### config.mk
export PLATFORM = sky130hd
export DESIGN_NAME = fifo_wr_arbiter_flat
export DESIGN_NICKNAME = d
export VERILOG_FILES = /design/src/rtl/fifo_arb_pkg.sv /design/src/rtl/fifo_wr_arbiter_if.sv /design/src/rtl/rr_pick.sv /design/src/rtl/fifo_wr_arbiter.sv /design/src/flat_wrapper.sv
export SDC_FILE = /design/constraint.sdc
export NUM_CORES = 1
export LEC_CHECK = 0
export ABC_AREA = 1
export BUFFER_PORTS_ARGS = -buffer_cell sky130_fd_sc_hd__buf_2
export CAP_MARGIN = 20
export CORE_UTILIZATION = 40
export DETAILED_ROUTE_END_ITERATION = 8
export GPL_TIMING_DRIVEN = 0
export HOLD_SLACK_MARGIN = 0.15
export PLACE_DENSITY = 0.7
export SETUP_SLACK_MARGIN = 0.02
export SKIP_LAST_GASP = 1
export SYNTH_ARGS = -nofsm -noshare
export SYNTH_HDL_FRONTEND = slang
export SYNTH_HIERARCHICAL = 1
export SYNTH_SLANG_ARGS = --single-unit
### constraint.sdc
create_clock -name clk -period 2.21 [get_ports clk]
set_clock_uncertainty 0.05 [all_clocks]
set_input_delay 0.442 -clock clk [delete_from_list [all_inputs] [get_ports clk]]
set_output_delay 0.442 -clock clk [all_outputs]
set_load 0.03 [all_outputs]
### src/rtl/fifo_arb_pkg.sv
// Shared defaults and FSM encoding for the FIFO write-port arbiter.
package fifo_arb_pkg;

  localparam int DEF_N         = 4;
  localparam int DEF_DATA_W    = 8;
  localparam int DEF_MAX_BURST = 16;

  typedef enum logic [0:0] {
    ST_IDLE  = 1'b0,
    ST_GRANT = 1'b1
  } arb_state_e;

endpackage

### src/rtl/fifo_wr_arbiter_if.sv
// Producer-side and FIFO-side signals of the write arbiter.
// The slave modport is the arbiter; master is whoever drives producers and wrfull.
interface fifo_wr_arbiter_if
  import fifo_arb_pkg::*;
#(
  parameter int N      = DEF_N,
  parameter int DATA_W = DEF_DATA_W
) ();

  logic [N-1:0]             req;
  logic [N-1:0][DATA_W-1:0] din;
  logic [N-1:0]             gnt;
  logic [N-1:0]             ack;
  logic                     wrfull;
  logic                     wrreq;
  logic [DATA_W-1:0]        data;
  logic                     busy;
  logic [$clog2(N)-1:0]     owner;

  modport master (
    output req, din, wrfull,
    input  gnt, ack, wrreq, data, busy, owner
  );

  modport slave (
    input  req, din, wrfull,
    output gnt, ack, wrreq, data, busy, owner
  );

endinterface

### src/rtl/rr_pick.sv
// Rotating-priority search: first set req bit after 'last', wrapping mod N.
module rr_pick #(
  parameter  int N     = 4,
  localparam int IDX_W = $clog2(N)
) (
  input  logic [N-1:0]     req,
  input  logic [IDX_W-1:0] last,
  output logic             valid,
  output logic [IDX_W-1:0] idx
);

  always_comb begin
    logic [IDX_W-1:0] pos;
    valid = 1'b0;
    idx   = '0;
    pos   = '0;
    // scan farthest-first so the nearest hit after 'last' is the one kept
    for (int k = N; k >= 1; k--) begin
      pos = IDX_W'((int'(last) + k) % N);
      if (req[pos]) begin
        valid = 1'b1;
        idx   = pos;
      end
    end
  end

endmodule

### src/rtl/fifo_wr_arbiter.sv
// Round-robin burst arbiter sharing one FIFO write port among N producers.
// Grant holds until the owner drops req or MAX_BURST words are written.
module fifo_wr_arbiter
  import fifo_arb_pkg::*;
#(
  parameter int N         = DEF_N,
  parameter int DATA_W    = DEF_DATA_W,
  parameter int MAX_BURST = DEF_MAX_BURST
) (
  input logic              clk,
  input logic              rst_n,
  fifo_wr_arbiter_if.slave bus
);

  localparam int IDX_W = $clog2(N);
  localparam int CNT_W = $clog2(MAX_BURST) + 1;

  localparam logic [CNT_W-1:0] LAST_BEAT = CNT_W'(MAX_BURST - 1);
  localparam logic [IDX_W-1:0] LAST_IDX  = IDX_W'(N - 1);

  arb_state_e       state_q, state_d;
  logic [N-1:0]     gnt_q,   gnt_d;
  logic             busy_q,  busy_d;
  logic [IDX_W-1:0] owner_q, owner_d;
  logic [CNT_W-1:0] cnt_q,   cnt_d;

  logic             pick_vld;
  logic [IDX_W-1:0] pick_idx;
  logic             own_req;
  logic             wr_en;
  logic [N-1:0]     ack_w;
  logic [DATA_W-1:0] data_w;

  rr_pick #(.N(N)) u_pick (
    .req   (bus.req),
    .last  (owner_q),
    .valid (pick_vld),
    .idx   (pick_idx)
  );

  assign own_req = bus.req[owner_q];
  // wrfull gates the write in the same cycle; the grant itself is kept
  assign wr_en   = (state_q == ST_GRANT) & own_req & ~bus.wrfull;

  always_comb begin
    ack_w  = '0;
    data_w = '0;
    if (wr_en) begin
      ack_w[owner_q] = 1'b1;
      data_w         = bus.din[owner_q];
    end
  end

  always_comb begin
    state_d = state_q;
    gnt_d   = gnt_q;
    busy_d  = busy_q;
    owner_d = owner_q;
    cnt_d   = cnt_q;
    case (state_q)
      ST_IDLE: begin
        if (pick_vld && !bus.wrfull) begin
          state_d         = ST_GRANT;
          gnt_d           = '0;
          gnt_d[pick_idx] = 1'b1;
          owner_d         = pick_idx;
          busy_d          = 1'b1;
          cnt_d           = '0;
        end
      end
      ST_GRANT: begin
        // an owner that drops req on its last beat writes nothing and just releases
        if (!own_req || (wr_en && cnt_q == LAST_BEAT)) begin
          state_d = ST_IDLE;
          gnt_d   = '0;
          busy_d  = 1'b0;
        end else if (wr_en) begin
          cnt_d = cnt_q + 1'b1;
        end
      end
      default: begin
        state_d = ST_IDLE;
        gnt_d   = '0;
        busy_d  = 1'b0;
      end
    endcase
  end

  always_ff @(posedge clk or negedge rst_n) begin
    if (!rst_n) begin
      state_q <= ST_IDLE;
      gnt_q   <= '0;
      busy_q  <= 1'b0;
      owner_q <= LAST_IDX;
      cnt_q   <= '0;
    end else begin
      state_q <= state_d;
      gnt_q   <= gnt_d;
      busy_q  <= busy_d;
      owner_q <= owner_d;
      cnt_q   <= cnt_d;
    end
  end

  assign bus.gnt   = gnt_q;
  assign bus.busy  = busy_q;
  assign bus.owner = owner_q;
  assign bus.wrreq = wr_en;
  assign bus.ack   = ack_w;
  assign bus.data  = data_w;

endmodule

### src/flat_wrapper.sv
// flat-port wrapper written by rule: the top's interface ports become plain ports
module fifo_wr_arbiter_flat import fifo_arb_pkg::*;
#(
  parameter int N         = DEF_N,
  parameter int DATA_W    = DEF_DATA_W,
  parameter int MAX_BURST = DEF_MAX_BURST
)
  (clk, rst_n, bus_req, bus_din, bus_wrfull, bus_gnt, bus_ack, bus_wrreq, bus_data, bus_busy, bus_owner);
  fifo_wr_arbiter_if #(.N(N), .DATA_W(DATA_W)) bus_i ();
  input logic clk;
  input logic rst_n;
  input wire logic [$bits(bus_i.req)-1:0] bus_req;
  input wire logic [$bits(bus_i.din)-1:0] bus_din;
  input wire logic [$bits(bus_i.wrfull)-1:0] bus_wrfull;
  output wire logic [$bits(bus_i.gnt)-1:0] bus_gnt;
  output wire logic [$bits(bus_i.ack)-1:0] bus_ack;
  output wire logic [$bits(bus_i.wrreq)-1:0] bus_wrreq;
  output wire logic [$bits(bus_i.data)-1:0] bus_data;
  output wire logic [$bits(bus_i.busy)-1:0] bus_busy;
  output wire logic [$bits(bus_i.owner)-1:0] bus_owner;
  assign bus_i.req = bus_req;
  assign bus_i.din = bus_din;
  assign bus_i.wrfull = bus_wrfull;
  assign bus_gnt = bus_i.gnt;
  assign bus_ack = bus_i.ack;
  assign bus_wrreq = bus_i.wrreq;
  assign bus_data = bus_i.data;
  assign bus_busy = bus_i.busy;
  assign bus_owner = bus_i.owner;
  fifo_wr_arbiter #(.N(N), .DATA_W(DATA_W), .MAX_BURST(MAX_BURST)) u_core (.clk(clk), .rst_n(rst_n), .bus(bus_i));
endmodule
==> metrics.md, run 1 <==
| Metric | Value |
|---|---|
| Worst path max stage delay | 550 ps |
| Crit end category | output port |
| Worst setup SP type | register |
| Syn Inst Count | 182 |
| Hold Violations, Final | 0 |
| Design area | 1980 um2 |
| Post-Place Cells | 284 |
| P&R area growth vs syn | 55.5% |
| CTS root buf | clkbuf_4 |
| Critical-path cell list | buf_8 > nand2_2 > nand2_1 > nand2_2 > nand2_4 > nand2_8 > clkbuf_16 > a31oi_4 > buf_6 |
| Failing checks | negative setup slack |
| Combinational share of power | 77.6% |
| Remaining antenna violation count after routing | 0 |
| Post-route DRC | 0 |
| Most frequent cells in the layout | nand2_1 (56), buf_2 (46), nand2_2 (21), nand3_1 (18), inv_1 (15) |
| Synth cell types | 29 |
| Worst path buffer plus inverter count | 3 |
| CTS tree | built |
| Total Power | 0.00233 W |
| Net Sw Frac | 53.0% |
| NetSw | 0.00123 W |
| Placed inst area | 1620 um2 |
| Setup WS pre-CTS | 39.7 ps |
| Syn Nets | 223 |
| Ys Warns | 6 |
| First-pass GRT wire length | 5230 um |
| Worst EP arrival | 1750 ps |
| CTS HTree Levels | 1 |
| Mapped Area | 1270 um2 |
| Period utilisation layout | 101% |
| Cell Rows | 20 |
| Rel. slew slack | 80.6% |
| Die area | 3410 um2 |
| GRT Overall Usage | 19.4% |
| Outcome | complete, but fails checks |
| Crit Path Max Fanout | 5 |
| Layout Cells excl Fill | 299 |
| Power density cells | 1180 nW/um2 |
| WL/cell | 11.7 um |
| Crit path max-delay family | flip-flops |
| Starting Density | 42.1% |
| Final nets | 297 |
| Crit-path slowest cell | dfstp_2 |
| Final Max Slew Viols | 0 |
| Syn Area/Cell | 7.00 um2 |
| Chip height | 58.4 um |
| Slew @ Worst Pin | 291 ps |
| Post-synthesis sequential area ratio | 25.7% |
| 1st-iter DRT viols | 55 |
| Setup ws final | -27.8 ps |
| Worst-Skew Late Latency | 270 ps |
| Max IR drop VDD | 0.771 mV |
| Post-layout min period | 2240 ps |
| Die width | 58.4 um |
| Min-Delay Path Class | register to register |
| Seq cells post-synth | 13 |
| Antenna violations before repair | 0 |
| Sequential Power Share | 16.3% |
| Fmax | 447 MHz |
| GRT Residual Overflow | 0 |
| Placed wire-length estimate | 2340 um |
| Crit Path Class | register to output port |
| Most common cell after layout, fill and taps aside | nand2_1 |
| Ant diodes | 0 |
| Io pins | 59 |
| Leak | 1.01 nW |
| Post-Route WL | 3510 um |
| Worst-path clk slew | 80 ps |
| Max Cap Violations | 0 |
| Port Buffers | 58 |
| Clk buf depth | 2 |
| Routed vias/inst | 4.77 |
| Fill count | 260 |
| Num CTS Buffers | 3 |
| Final setup vio count | 6 |
| Req. time, crit path | 1720 ps |
| Vias in the first global route | 1249 |
| Largest net degree at the start of global routing | 14 |
| Unrepaired setup endpoints after global routing | true |
| Clock power frac | 6.1% |
| Via count | 1427 |
| Core Region | 3030 um2 |
| Layout cells sized above 1 | 51.4% |
| Internal | 0.00109 W |
| CTS Sinks | 13 |
| Pre-Repair DR Iteration Count | 4 |
| CP dominant cell by count | nand2_2 |
| Gpl congestion | 0.808 |
## through the flow
stage	hold WS [ps]	setup TNS [ps]	utilization, %
floorplan	96.4	-201	-
global placement	291	0	53.5
detailed placement	293	0	53.5
CTS	430	-141	60.0
global route	478	-835	65.4
finish	431	-67.0	65.4
## registers in the layout, summed over array words and instances, names as in the netlist
signal	flops
u_core/bus.owner	2
u_core/state_q	1
u_core/cnt_q	5
u_core/bus.busy	1
u_core/bus.gnt	4
## per-layer routing
layer	track usage (%)	routed length [um]	vias up
li1	-	-	741
met1	23.6	1430	628
met2	36.5	1740	54
met3	2.64	303	4
met4	4.08	29	0
met5	0	0	-
## layout make-up
cell class                 count  area [um2]  area share (%)
clock buffer                   4        26.3            1.33
sequential                    13         328            16.6
timing repair buffer          69         472            23.8
inverter                      22        92.6            4.67
tap                           44        55.1            2.78
buffer                         5        62.6            3.16
multi-input combinational    142         945            47.7
## logic make-up (layout without fill, tap and decap cells)
family	count (synthesis)	count (layout)	share of synthesized area, %
compound gates	22	22	16.1
buf+inv	27	100	10.9
fa+ha+maj	2	2	1.96
simple gates	117	117	44.6
xor+xnor	1	1	0.688
flops	13	13	25.7
## power groups by stage
stage / registers [W] / clock network, W / logic [W]
floorplan: 0.000491 / 0 / 0.000993
global placement: 0.000399 / 0 / 0.00136
detailed placement: 0.000399 / 0 / 0.00137
CTS: 0.000378 / 0.000152 / 0.00159
global route: 0.000387 / 0.000160 / 0.00198
finish: 0.000379 / 0.000143 / 0.00181
## cell usage after synthesis (all sizes together)
| cell | number | share of area [%] |
|---|---|---|
| and2 | 1 | 0.69 |
| dfstp | 2 | 4.1 |
| ha | 2 | 2.0 |
| inv | 22 | 7.3 |
| nor2 | 12 | 5.6 |
| xor2 | 1 | 0.69 |
| buf | 5 | 3.6 |
| nand3 | 20 | 9.2 |
| o21ai | 5 | 2.3 |
| a22oi | 8 | 4.7 |
| a31oi | 8 | 8.5 |
| nor3b | 1 | 0.59 |
| nand2 | 80 | 27 |
| a21boi | 1 | 0.59 |
| dfrtp | 11 | 22 |
| nor3 | 3 | 1.2 |
## worst paths after layout
path	start	end	slack (ps)	depth (start not counted)
setup / recovery	u_core/bus.owner[0]	bus_data[7]	-30	9
max in group asynchronous	rst_n	u_core/bus.owner[0]	1310	2
hold reg to reg	u_core/bus.busy	u_core/bus.busy	430	2
min in group asynchronous	rst_n	u_core/cnt_q[1]	530	2
hold / removal	u_core/bus.busy	u_core/bus.busy	430	2
setup reg to reg	u_core/bus.owner[0]	u_core/state_q	330	9
## repair_timing
action | CTS | global route
resized for setup | 33 | 24
buffers inserted | 5 | 4
hold buffers | 1 | 0
endpoints found under the setup margin | 13 | 13
hold endpoints to repair | 11 | 0
cloned | 0 | 1
pin swaps | 2 | 4
## worst register-to-register path, stage by stage, from the launching register on
cell	delay (ps)
dfstp_2	550
buf_4	120
buf_6	140
nand2_1	80
and2_4	160
nor2_2	90
nand2_1	80
nand3_2	160
buf_2	240
o21ai_0	110
(Power assumes the default switching activity.)
==> run 2: changes to the inputs <==
--- a/config.mk
+++ b/config.mk
@@ -8,3 +8,2 @@
 export ABC_AREA = 1
-export BUFFER_PORTS_ARGS = -buffer_cell sky130_fd_sc_hd__buf_2
 export CAP_MARGIN = 20
@@ -12,5 +11,5 @@
 export DETAILED_ROUTE_END_ITERATION = 8
+export DONT_BUFFER_PORTS = 1
 export GPL_TIMING_DRIVEN = 0
 export HOLD_SLACK_MARGIN = 0.15
-export PLACE_DENSITY = 0.7
 export SETUP_SLACK_MARGIN = 0.02
@@ -19,3 +18,2 @@
 export SYNTH_HDL_FRONTEND = slang
-export SYNTH_HIERARCHICAL = 1
 export SYNTH_SLANG_ARGS = --single-unit
==> constraint.sdc (replaced) <==
create_clock -name clk -period 2.21 [get_ports clk]
set_clock_uncertainty 0.05 [all_clocks]
set_input_delay 0.3315 -clock clk [delete_from_list [all_inputs] [get_ports clk]]
set_output_delay 0.3315 -clock clk [all_outputs]
set_load 0.03 [all_outputs]
==> metrics.md, run 2 <==
| Metric | Value |
|---|---|
| Largest net degree at the start of global routing | 14 |
| Number of enable flip-flop cells after synthesis | 0 |
| GRT Residual Overflow | 0 |
| Power density cells | 1660 nW/um2 |
| Rel. slew slack | 61.0% |
| Post-Route WL | 3610 um |
| Placed wire-length estimate | 2430 um |
| Post-layout min period | 2290 ps |
| CTS Sinks | 13 |
| Biggest register | u_core.cnt_q |
| Design area | 1850 um2 |
| Final setup vio count | 23 |
| Via count | 1350 |
| Io pins | 59 |
| Vias in the first global route | 1294 |
| Period utilisation layout | 104% |
| Failing checks | design-rule violations, negative setup slack |
| Seq cells post-synth | 13 |
| Fmax | 437 MHz |
| Pre-Repair DR Iteration Count | 7 |
| Post-synth top area share | 22.0% |
| Min-Delay Path Class | primary input to register |
| Mapped Area | 1250 um2 |
| Routed vias/inst | 5.44 |
| Gpl congestion | 0.813 |
| Ys Warns | 0 |
| Post-synth top flop | dfrtp_1 |
| Ant diodes | 0 |
| Syn Inst Count | 191 |
| Setup ws final | -77.8 ps |
| Layout Cells excl Fill | 248 |
| Max FFs per register | 5 |
| Unrepaired setup endpoints after global routing | true |
| Worst EP arrival | 1910 ps |
| Fill count | 245 |
| Post-route DRC | 6 |
| Port Buffers | 0 |
| Final Max Slew Viols | 0 |
| Synth top cells by count | nor2_1 (42), nand2_1 (36), o21ai_0 (18) |
| Layout cells sized above 1 | 38.7% |
| Worst-path clk slew | 80 ps |
| Cell Rows | 19 |
| Reg-to-reg critical path startpoint | u_core.bus.owner[0] |
| Die area | 3350 um2 |
| Crit end category | output port |
| Setup WS pre-CTS | -200 ps |
| 1st-iter DRT viols | 74 |
| Crit Path Max Fanout | 7 |
| Final nets | 263 |
| Largest area contributor in the netlist | dfrtp_1 |
| Syn Nets | 236 |
| Crit Path Class | register to output port |
| Worst hold slack | 354 ps |
| First-pass GRT wire length | 5500 um |
| Num CTS Buffers | 3 |
| Clk buf depth | 2 |
| Die width | 57.9 um |
| Hold path startpoint | bus_wrfull |
| Outcome | complete, but fails checks |
| Chip height | 57.9 um |
| Placed inst area | 1320 um2 |
| P&R area growth vs syn | 48.3% |
| Max IR drop VDD | 0.817 mV |
| Post-Place Cells | 222 |
| Antenna violations before repair | 0 |
| Starting Density | 43.8% |
| Worst setup SP type | register |
| CTS HTree Levels | 1 |
| GRT Overall Usage | 21.5% |
| Hold Violations, Final | 0 |
| Core Region | 2850 um2 |
| Synth cell types | 24 |
| CTS tree | built |
| Worst-Skew Late Latency | 270 ps |
| Syn Area/Cell | 6.54 um2 |
| Max Cap Violations | 0 |
| Post-synthesis sequential area ratio | 26.2% |
| Req. time, crit path | 1830 ps |
| Most instantiated library cell after synthesis | nor2_1 |
| Most frequent cells in the layout | nor2_1 (38), nand2_1 (29), buf_4 (17), inv_1 (15), nand3_1 (13) |
| Worst Setup SP | u_core.bus.owner[0] |
| Most common cell after layout, fill and taps aside | nor2_1 |
| Total Power | 0.00307 W |
| Slew @ Worst Pin | 583 ps |
| Remaining antenna violation count after routing | 0 |
| WL/cell | 14.6 um |
| CTS root buf | clkbuf_4 |
| Area contributors post-synth | dfrtp_1 (22%), nor2_1 (13%), nand2_1 (11%) |
| Post-synth ARST share | 100% |
| Leak | 0.848 nW |
## run 2: logic make-up after synthesis
kind of cell,share of synthesized area (%)
buffers and inverters,11.4
AO/OA/AOI/OAI,10.8
adder cells (fa/ha/maj),6.01
flip-flops,26.2
AND/OR/NAND/NOR,44.8
XOR/XNOR,0.701
## run 2: timing repair
action / 4_1_cts / 5_1_grt
pin swaps: 6 / 16
gates cloned: 2 / 1
gates resized for setup: 48 / 29
hold endpoints to repair: 13 / 0
setup endpoints to repair: 26 / 26
hold buffers: 1 / 0
setup buffers: 14 / 4
## run 2: layout make-up
class                   instances  area (um2)  area share, %
inverters                      20        91.3           4.93
clock inverters                 1        5.00          0.270
plain buffers                   8         111           6.01
multi-input cells             150        1020           54.9
flip-flops and latches         13         332           17.9
clock buffers                   3        22.5           1.21
repair buffers                 22         236           12.8
well taps                      31        38.8           2.09
## run 2: where the power goes
part	switching (W)	internal [W]
sequential	0.000193	0.000338
clock	0.0000770	0.0000670
combinational	0.00139	0.00101
total	0.00166	0.00141
## run 2: worst paths after layout
path                                       end  slack [ps]  cells past startpoint
min in group asynchronous      u_core.bus.busy         440                      1
hold reg to reg                u_core.cnt_q[4]         430                      2
setup reg to reg             u_core.bus.gnt[1]         -40                     14
hold / removal             u_core.bus.owner[1]         350                      4
setup / recovery                   bus_data[6]         -80                      7
max in group asynchronous      u_core.cnt_q[4]        1290                      1
## run 2: worst max-delay path, stage by stage (launching register included)
cell and delay, ps:
dfstp_4 740, inv_6 60, nand2_2 90, nand3_2 100
nand2_4 100, nand3_4 130, buf_12 180, a21oi_4 230
## run 2: per-layer routing
metal  global-route usage (%)  wire, um  vias to the layer above
met5                        0         0                        -
met4                     7.82        40                        0
met3                     2.68       214                        4
met2                     41.5      1890                       63
met1                     23.8      1460                      619
li1                         -         -                      664
## run 2: stage by stage
step | utilization [%] | setup TNS, ps
global route | 65.0 | -2990
detailed placement | 46.4 | -3060
global placement | 46.4 | -2030
finish | 65.0 | -1020
CTS | 60.2 | -2360
floorplan | - | 0
==> run 3: changes to the inputs <==
CORE_UTILIZATION = 62   (was 40)
PLACE_DENSITY = 0.78   (was not set)
==> metrics.md, run 3 <==
| Metric | Value |
|---|---|
| Outcome | aborted with a tool error |
| Last stage | global routing (5_1_grt) |
| Error | [ERROR DPL-0038] Utilization greater than 100%, impossible to legalize |
| Post-synthesis sequential area ratio | 26.2% |
| Synth top cells by count | nor2_1 (42), nand2_1 (36), o21ai_0 (18) |
| Ys Warns | 0 |
| Io pins | 59 |
| Post-synth top area share | 22.0% |
| Syn Area/Cell | 6.54 um2 |
| Syn Inst Count | 191 |
| CTS root buf | clkbuf_4 |
| Largest net degree at the start of global routing | 14 |
| Number of enable flip-flop cells after synthesis | 0 |
| Worst EP post-GRT repair | bus_data[6] |
| Gpl congestion | 0.830 |
| Cell Rows | 15 |
| Synth cell types | 24 |
| Worst endpoint type | top-level output |
| Post-synth top flop | dfrtp_1 |
| Die width | 46.9 um |
| Placed wire-length estimate | 2300 um |
| Port Buffers | 0 |
| Post-Place Cells | 216 |
| Starting Density | 69.4% |
| Post-synth ARST share | 100% |
| Clk buf depth | 2 |
| Most instantiated library cell after synthesis | nor2_1 |
| Chip height | 46.9 um |
| Seq cells post-synth | 13 |
| Area contributors post-synth | dfrtp_1 (22%), nor2_1 (13%), nand2_1 (11%) |
| Mapped Area | 1250 um2 |
| Num CTS Buffers | 3 |
| CTS HTree Levels | 1 |
| CTS Sinks | 13 |
| Largest area contributor in the netlist | dfrtp_1 |
| Syn Nets | 236 |
## run 3: timing repair
item / in CTS
pin swaps: 13
buffers inserted: 13
cloned: 3
hold buffers: 1
setup endpoints to repair: 26
gates resized for setup: 52
endpoints found under the hold margin: 13
## run 3: cell families after synthesis
logic type	after synthesis	share of synthesized area, %
flops	13	26.2
compound gates	27	10.8
simple gates	116	44.8
fa+ha+maj	6	6.01
buf+inv	28	11.4
xor+xnor	1	0.701
## run 3: stage by stage
step                cell area [um2]  util, %  setup slack (ps)  setup TNS [ps]
floorplan                      1280        -              1.26               0
global placement               1320     73.0              -157           -1800
detailed placement             1320     73.0              -222           -2990
CTS                            1710     95.0              -122           -2020
==> run 4: changes to the inputs <==
CORE_AREA = 2 2 63 65   (was not set)
CORE_UTILIZATION = not set   (was 62)
DIE_AREA = 0 0 65 67   (was not set)
HOLD_SLACK_MARGIN = not set   (was 0.15)
PLACE_DENSITY = not set   (was 0.78)
PLACE_DENSITY_LB_ADDON = 0.15   (was not set)
SETUP_SLACK_MARGIN = not set   (was 0.02)
==> metrics.md, run 4 (synthesis gave the netlist of run 2 again) <==
| Metric | Value |
|---|---|
| Most common cell after layout, fill and taps aside | nor2_1 |
| Setup ws final | -56.1 ps |
| Unrepaired setup endpoints after global routing | true |
| CTS Sinks | 13 |
| CTS tree | built |
| Starting Density | 34.7% |
| Cell Rows | 22 |
| CTS HTree Levels | 1 |
| Placed wire-length estimate | 2540 um |
| CTS root buf | clkbuf_8 |
| Final Max Slew Viols | 0 |
| Internal | 0.00144 W |
| First-pass GRT wire length | 5890 um |
| Io pins | 59 |
| Max IR drop VDD | 0.586 mV |
| Num CTS Buffers | 3 |
| Clock power frac | 7.1% |
| Post-Route WL | 3860 um |
| Remaining antenna violation count after routing | 0 |
| Worst-Skew Late Latency | 250 ps |
| WL/cell | 14.7 um |
| Req. time, crit path | 1830 ps |
| Worst EP arrival | 1880 ps |
| Antenna violations before repair | 0 |
| Core Region | 3610 um2 |
| Crit Path Class | register to output port |
| Final nets | 260 |
| Port Buffers | 0 |
| P&R area growth vs syn | 48.0% |
| Rel. slew slack | 59.1% |
| Outcome | complete, but fails checks |
| Pre-Repair DR Iteration Count | 4 |
| Power density cells | 1650 nW/um2 |
| TNS Setup | -475 ps |
| Via count | 1345 |
| Sequential Power Share | 17.6% |
| Post-route DRC | 0 |
| Biggest register | u_core.cnt_q |
| Min-Delay Path Class | primary input to register |
| Die area | 4360 um2 |
| Worst-path clk slew | 60 ps |
| Slew @ Worst Pin | 612 ps |
| Fmax | 441 MHz |
| NetSw | 0.00161 W |
| Max Cap Violations | 0 |
| Combinational share of power | 75.3% |
| Chip height | 67 um |
| GRT Overall Usage | 18.1% |
| Ant diodes | 0 |
| 1st-iter DRT viols | 42 |
| Max FFs per register | 5 |
| Failing checks | negative setup slack |
| Net Sw Frac | 52.8% |
| Post-layout min period | 2270 ps |
| Final Util | 51.3% |
| Routed vias/inst | 5.13 |
| Leak | 0.840 nW |
| Crit Path Max Fanout | 7 |
| Worst setup SP type | register |
| Die width | 65 um |
| Gpl congestion | 0.839 |
| Final setup vio count | 20 |
| Layout cells sized above 1 | 37.4% |
| Largest net degree at the start of global routing | 14 |
| Vias in the first global route | 1285 |
| Crit end category | output port |
| Clk buf depth | 2 |
| Hold Violations, Final | 0 |
| Most frequent cells in the layout | nor2_1 (38), nand2_1 (27), inv_1 (15), buf_4 (15), nand3_1 (14) |
| GRT Residual Overflow | 0 |
| Period utilisation layout | 103% |
run 4: what timing repair did:
item / CTS / global route
hold buffers: 1 / 0
endpoints found under the hold margin: 13 / 0
cloned: 3 / 0
pin swaps: 10 / 11
buffers inserted: 15 / 0
resized for setup: 61 / 14
setup endpoints to repair: 26 / 26
run 4: worst paths after layout:
kind,from,end,slack (ps),depth (start not counted)
setup reg to reg,u_core.bus.owner[0],u_core.cnt_q[3],-20,14
setup / recovery,u_core.bus.owner[0],bus_data[2],-60,7
min in group asynchronous,rst_n,u_core.cnt_q[2],480,1
max in group asynchronous,rst_n,u_core.bus.gnt[1],1230,1
hold / removal,bus_wrfull,u_core.state_q,380,4
hold reg to reg,u_core.cnt_q[4],u_core.cnt_q[4],430,2
run 4: final cells by class:
| cell class | instances | area (um2) |
|---|---|---|
| multi-input cells | 150 | 993 |
| clock buffers | 4 | 45.0 |
| flip-flops and latches | 13 | 332 |
| fillers | 337 | 1760 |
| well taps | 48 | 60.1 |
| repair buffers | 19 | 218 |
| plain buffers | 8 | 111 |
| inverters | 20 | 91.3 |
run 4: critical path, stage by stage, from the launching register on:
cell and delay, ps:
dfstp_4 730, inv_6 60, nand2_2 100, nand3_2 100, nand2_4 90, nand3_4 130
buf_12 190, a21oi_4 230
run 4: metal layers:
layer / GRT usage (%) / vias to the layer above / part of all wire (%)
met5: 0 / - / 0
met4: 12.0 / 0 / 3.7
met3: 3.55 / 10 / 8.5
met2: 32.9 / 63 / 51
met1: 19.0 / 614 / 37
li1: - / 658 / -
run 4: per-stage QoR:
| step | cell area, um2 | setup WS, ps | hold slack (ps) | power (W) | cells |
|---|---|---|---|---|---|
| 2_1_floorplan | 1280 | 1.26 | -14.1 | 0.00172 | 191 |
| 3_3_place_gp | 1340 | -197 | -13.7 | 0.00196 | 239 |
| 3_5_place_dp | 1340 | -198 | -13.7 | 0.00198 | 239 |
| 4_1_cts | 1800 | -97.4 | 381 | 0.00292 | 262 |
| 5_1_grt | 1850 | -137 | 406 | 0.00329 | 262 |
| 6_report | 1850 | -56.1 | 381 | 0.00306 | 262 |
run 4: power groups by stage:
| stage | combinational [W] | sequential (W) | clock (W) |
|---|---|---|---|
| 2_1_floorplan | 0.00122 | 0.000496 | 0 |
| 3_3_place_gp | 0.00144 | 0.000519 | 0 |
| 3_5_place_dp | 0.00146 | 0.000522 | 0 |
| 4_1_cts | 0.00217 | 0.000525 | 0.000225 |
| 5_1_grt | 0.00250 | 0.000551 | 0.000234 |
| 6_report | 0.00230 | 0.000539 | 0.000217 |
